--- src/rtl/skew_feeder_pkg.sv ---
// Shared types and helpers for the skew feeder: FSM states, lane element, counter width helper.
package skew_feeder_pkg;

  localparam int unsigned LANE_W = 16;

  typedef enum logic [1:0] {
    IDLE,
    STREAM,
    DRAIN
  } state_e;

  typedef struct packed {
    logic              valid;
    logic [LANE_W-1:0] data;
  } lane_t;

  // Width that always holds values 0..n-1 and never collapses to zero bits.
  function automatic int unsigned cnt_width(input int unsigned n);
    return (n < 2) ? 1 : $clog2(n);
  endfunction

endpackage

--- src/rtl/skew_lane.sv ---
// One skew lane: DEPTH-stage {valid,data} shift chain that advances only while i_en is high.
module skew_lane #(
  parameter int unsigned DEPTH = 1,
  parameter int unsigned W     = 16
) (
  input  logic         clk,
  input  logic         reset,
  input  logic         i_en,
  input  logic         i_valid,
  input  logic [W-1:0] i_data,
  output logic         o_valid,
  output logic [W-1:0] o_data
);

  logic [DEPTH-1:0] r_valid;
  logic [W-1:0]     r_data [DEPTH];

  always_ff @(posedge clk) begin
    if (reset) begin
      r_valid <= '0;
      for (int unsigned k = 0; k < DEPTH; k++) r_data[k] <= '0;
    end else if (i_en) begin
      // Bubbles carry zero data so the output needs no extra masking.
      r_valid[0] <= i_valid;
      r_data[0]  <= i_valid ? i_data : '0;
      for (int unsigned k = 1; k < DEPTH; k++) begin
        r_valid[k] <= r_valid[k-1];
        r_data[k]  <= r_data[k-1];
      end
    end
  end

  assign o_valid = r_valid[DEPTH-1];
  assign o_data  = r_data[DEPTH-1];

endmodule

--- src/rtl/skew_feeder.sv ---
// Skews N lanes of a BRAM row into a diagonal wavefront and frames tiles for the array.
// Optional stall counter port stall_cnt when SKEW_FEEDER_PERF_CNT_EN is defined.
module skew_feeder
  import skew_feeder_pkg::*;
#(
  parameter int unsigned REG_WIDTH   = 16,
  parameter int unsigned MATRIX_SIZE = 4,
  parameter int unsigned MAX_BEATS   = 64
) (
  input  logic                             clk,
  input  logic                             reset,
  input  logic                             enable,
  input  logic                             in_valid,
  output logic                             in_ready,
  input  logic [MATRIX_SIZE*REG_WIDTH-1:0] in_data,
  input  logic                             in_last,
  output logic [MATRIX_SIZE*REG_WIDTH-1:0] out_data,
  output logic [MATRIX_SIZE-1:0]           out_valid,
  output logic                             compute_start,
  output logic                             tile_done,
  output logic                             busy
`ifdef SKEW_FEEDER_PERF_CNT_EN
  ,
  output logic [31:0]                      stall_cnt
`endif
);

  localparam int unsigned BEAT_W  = cnt_width(MAX_BEATS);
  localparam int unsigned DRAIN_W = cnt_width(MATRIX_SIZE - 1);

  state_e                           r_state, w_state_nxt;
  logic [BEAT_W-1:0]                r_beat_cnt;
  logic [DRAIN_W-1:0]               r_drain_cnt;
  logic                             r_first;
  logic [MATRIX_SIZE-1:0]           r_last_sr;
  logic                             w_accept;
  logic                             w_last;
  logic [MATRIX_SIZE-1:0]           w_lane_valid;
  logic [MATRIX_SIZE*REG_WIDTH-1:0] w_lane_data;

  assign in_ready = enable && (r_state != DRAIN) && !reset;
  assign w_accept = in_valid && in_ready;
  assign w_last   = w_accept && (in_last || (r_beat_cnt == BEAT_W'(MAX_BEATS - 1)));

  always_comb begin
    w_state_nxt = r_state;
    case (r_state)
      IDLE:    if (w_accept) w_state_nxt = w_last ? DRAIN : STREAM;
      STREAM:  if (w_last) w_state_nxt = DRAIN;
      DRAIN:   if (enable && (r_drain_cnt == DRAIN_W'(MATRIX_SIZE - 2))) w_state_nxt = IDLE;
      default: w_state_nxt = IDLE;
    endcase
  end

  always_ff @(posedge clk) begin
    if (reset) begin
      r_state     <= IDLE;
      r_beat_cnt  <= '0;
      r_drain_cnt <= '0;
      r_first     <= 1'b0;
      r_last_sr   <= '0;
    end else begin
      r_state <= w_state_nxt;
      if (w_accept) r_beat_cnt <= w_last ? '0 : r_beat_cnt + BEAT_W'(1);
      if (enable) begin
        r_drain_cnt <= (r_state == DRAIN && w_state_nxt == DRAIN) ? r_drain_cnt + DRAIN_W'(1) : '0;
        // Tile markers ride alongside lane 0 / lane N-1 so the pulses line up with the data.
        r_first   <= w_accept && (r_beat_cnt == '0);
        r_last_sr <= {r_last_sr[MATRIX_SIZE-2:0], w_last};
      end
    end
  end

  for (genvar i = 0; i < MATRIX_SIZE; i++) begin : g_lane
    skew_lane #(
      .DEPTH(i + 1),
      .W    (REG_WIDTH)
    ) u_lane (
      .clk    (clk),
      .reset  (reset),
      .i_en   (enable),
      .i_valid(w_accept),
      .i_data (in_data[i*REG_WIDTH +: REG_WIDTH]),
      .o_valid(w_lane_valid[i]),
      .o_data (w_lane_data[i*REG_WIDTH +: REG_WIDTH])
    );
  end

  assign out_valid     = enable ? w_lane_valid : '0;
  assign out_data      = enable ? w_lane_data : '0;
  assign compute_start = enable && r_first;
  assign tile_done     = enable && r_last_sr[MATRIX_SIZE-1];
  assign busy          = (r_state != IDLE);

`ifdef SKEW_FEEDER_PERF_CNT_EN
  logic [31:0] r_stall_cnt;

  always_ff @(posedge clk) begin
    if (reset) begin
      r_stall_cnt <= '0;
    end else if (in_valid && !in_ready && enable && (r_stall_cnt != '1)) begin
      r_stall_cnt <= r_stall_cnt + 32'd1;
    end
  end

  assign stall_cnt = r_stall_cnt;
`endif

endmodule

--- config.mk ---
export PLATFORM = sky130hd
export DESIGN_NAME = skew_feeder
export DESIGN_NICKNAME = d
export VERILOG_FILES = /design/src/rtl/skew_feeder_pkg.sv /design/src/rtl/skew_lane.sv /design/src/rtl/skew_feeder.sv
export SDC_FILE = /design/constraint.sdc
export NUM_CORES = 1
export LEC_CHECK = 0
export BUFFER_PORTS_ARGS = -buffer_cell sky130_fd_sc_hd__buf_2
export CAP_MARGIN = 25
export CORE_ASPECT_RATIO = 0.75
export CORE_MARGIN = 2
export CORE_UTILIZATION = 55
export CTS_CLUSTER_DIAMETER = 100
export DETAILED_ROUTE_END_ITERATION = 8
export PLACE_DENSITY = 0.8
export REMOVE_ABC_BUFFERS = 1
export SLEW_MARGIN = 15
export SYNTH_ARGS = -nofsm -noshare
export SYNTH_HDL_FRONTEND = slang
export SYNTH_SLANG_ARGS = --single-unit
--- constraint.sdc ---
create_clock -name clk -period 5.75 [get_ports clk]
set_input_delay 0.2875 -clock clk [delete_from_list [all_inputs] [get_ports clk]]
set_output_delay 0.2875 -clock clk [all_outputs]
set_load 0.03 [all_outputs]
==> summary.md <==
| Metric | Value |
|---|---|
| Status | complete, no violations |
| Vias in the first global route | between 3000 and 4000 |
| # Max-Cap Violations | 0 |
| Cells after Synth | between 500 and 600 |
| Clock Root Buffer | clkbuf_16 |
| P_sw | 577 uW |
| Clk network pwr share | 40.9% |
| Top cell type's share of synthesized area | approximately two thirds |
| Simple-Gate Fraction of Synth Area | around a quarter |
| DRC viols | 0 |
| Rel. slew slack | approximately two fifths |
| Crit-path cells | buf_2 > buf_12 > nor2_1 > inv_6 > buf_4 |
| Starting DRC count in detailed routing | about 260 |
| Total Routing Usage GR | 16.7% |
| PostCTS Resize Cnt | 0 |
| Insertion delay to the later sink of the worst-skew pair | approximately 0.4 ns |
| Worst Tran Pin Value | between 0.9 and 1 ns |
| Crit start category | primary input |
| Synth Area in Compound Gates | between 1.5 and 2% |
| Post-Synthesis Cell Area | 7200 um2 |
| Antenna cells | 0 |
| Pwr dens | 330 nW/um2 |
| XOR/XNOR Fraction of Synth Area | 0% |
| CTS sink cnt | between 150 and 200 |
| Largest family of logic cells by synthesized area | simple AND/OR/NAND/NOR gates |
| Sw frac | between 20% and 30% |
| FF+latch count, synth | 179 |
| Final nets | 723 |
| Post-CTS setup buffers | 0 |
| Max incr delay on CP | 0.67 ns |
| IO Count | 141 |
| Clock transition at path regs | 0.06 ns |
| Unrepaired setup endpoints after global routing | no |
| Post-synthesis adder-cell area fraction | less than 1% |
| Vias/cell | slightly below 5 |
| Final WS setup | about 3.4 ns |
| WP data required | about 5.8 ns |
| Post-synthesis mux area share | less than 1% |
| Grt total ovfl | 0 |
| CTS H-tree lvls | 4 |
| Port bufs | 140 |
| Top cells by count, synth | 231 x and2_1, 160 x edfxtp_1, 21 x clkbuf_1 |
| GPL Wtd Cong | around 0.64 |
| Vias | between 4000 and 5000 |
| Starting Density | between 50 and 60% |
| Detailed placer's ending HPWL | 6650 um |
| Main synth FF type | edfxtp_1 |
| Critical path's slowest cell | inv_6 |
| Final hold violations | 0 |
| Syn_area_per_cell | about 14 um2 |
| Largest net degree at the start of global routing | 108 |
| Sequential share of the synthesized area | between 70% and 80% |
| Worst VDD drop | between 0.15 and 0.2 mV |
| Share of cells above drive strength 1 | about a quarter |
| EDFF count, synth | 160 |
| Yosys cell types | 28 |
| Sequential share of power | 52.8% |
| Post-Route Setup TNS | 0 ns |
| Finish-stage setup viols | 0 |
| Tcrit/Tclk final | a little over two fifths |
| Post-DRT Antenna Nets | 0 |
| Max Freq | ~420 MHz |
| DR WL/cell | around 13 um |
| Crit path time final | 2.39 ns |
| Non-filler instance count after layout | 835 |
| CTS tree | done |
| Area leader, netlist | edfxtp_1 |
| Critical path capture point type | register |
| Dpl ws | around 2.2 ns |
| CTS Hold Buffers Added | 0 |
| Internal power | between 2 and 2.5 mW |
| Detailed Route WL | 11200 um |
| CP max FO | 107 |
| Number of antenna violations at the first check in global routing | 0 |
| Top-count cell post-synth | and2_1 |
| Die height | 103 um |
| Slew Limit Fails | 0 |
| CTS buffer count | 17 |
| TritonRoute pass-1 iters | 4 |
| Hold crit path type | in2reg |
| Area Growth Syn to Fin | 20.0% |
| Die X | approximately 140 um |
| Placed insts | about 800 |
| Synth warn | 0 |
| Worst reg2reg setup slack | 3.93 ns |
| Die ar. | between 10000 and 15000 um2 |
| Critical path class | in2reg |
| Static Leak | approximately 3.7 nW |
| Synth async-reset ratio | 0% |
| Core Area | approximately 13000 um2 |
| Top post-synthesis cells by area | edfxtp_1 67%, and2_1 20%, dfxtp_1 5.3%, clkbuf_1 1.1%, a21oi_1 0.97% |
| Setup Skew | about 0.0089 ns |
| Combinational Power Share | between 6 and 7% |
| Critical Path AT | between 2 and 2.5 ns |
| First-pass GRT wire length | 17600 um |
| CTS Buffer Depth | 2 |
| Rows | 36 |
cell type report:
type	count	area (um2)
clock buffer	20	437
clock inverter	12	163
fill	956	4240
inverter	6	27.5
multi-input combinational	303	1860
sequential	179	5180
tap	171	214
timing repair buffer	144	756
power by group through the flow:
stage | sequential, mW | combinational [mW] | clock, mW
5_1_grt | 1.51 | 0.196 | 1.25
4_1_cts | 1.51 | 0.178 | 1.19
6_report | 1.51 | 0.178 | 1.17
2_1_floorplan | 1.53 | 0.107 | 0
3_5_place_dp | 1.53 | 0.178 | 0
3_3_place_gp | 1.53 | 0.173 | 0
worst max-delay path, delay by kind of cell:
family	cells	cell delay [ns]
AND/OR/NAND/NOR	1	0.16
buffers and inverters	4	1.86
worst paths after layout:
path,startpoint,end,cells past startpoint
max,enable,g_lane[0].u_lane.r_data[0][13]$_SDFFCE_PN0P_,5
min,in_data[0],g_lane[0].u_lane.r_data[0][0]$_SDFFCE_PN0P_,2
max reg2reg,r_beat_cnt[0]$_SDFFE_PP0P_,r_beat_cnt[3]$_SDFFE_PP0P_,5
min reg2reg,g_lane[1].u_lane.r_valid[0]$_SDFFE_PP0P_,g_lane[1].u_lane.r_valid[0]$_SDFFE_PP0P_,2
cells in the final DEF, fill, tap and decap left out, drive strengths merged:
cell type	n
or3	2
or4	1
buf	144
nand2	10
and2	231
clkinv	5
clkinvlp	3
or4b	1
inv	6
nor2	14
nand2b	1
nand3	8
ha	3
nor2b	1
clkbuf	20
mux2i	3
and3	2
nand3b	1
a31oi	4
a21oi	14
dfxtp	19
nor4	2
or2	2
bufinv	4
edfxtp	160
o21ai	3
kinds of logic (layout without fill, tap and decap cells):
logic type,Yosys count,in the layout
adders and majority gates,3,3
DFF,179,179
AOI/OAI and AO/OA,21,21
muxes,3,3
and+or+nand+nor,276,276
buffers and inverters,36,182
registers in the layout, indices dropped and copies added (netlist names):
name                   cells
r_drain_cnt                2
g_lane.u_lane.r_data     160
r_last_sr                  4
r_beat_cnt                 6
g_lane.u_lane.r_valid      4
r_first                    1
r_state                    2
stage by stage:
| stage | instance area [um2] | power (mW) | util (%) | hold slack (ns) |
|---|---|---|---|---|
| 2_1_floorplan | 7060 | 1.64 | - | 0.357 |
| 3_3_place_gp | 8000 | 1.70 | 62.1 | 0.433 |
| 3_5_place_dp | 8000 | 1.71 | 62.1 | 0.449 |
| 4_1_cts | 8600 | 2.87 | 66.8 | 0.129 |
| 5_1_grt | 8640 | 2.96 | 67.1 | 0.127 |
| 6_report | 8640 | 2.85 | 67.1 | 0.147 |
per-layer routing:
metal,global-route usage [%],vias up,share of wire [%]
li1,-,2013,-
met1,21.2,1873,43
met2,26.9,129,49
met3,5.60,10,7.2
met4,6.41,0,0.94
met5,0,-,0
Note: power is estimated with default switching activity, not from simulation.
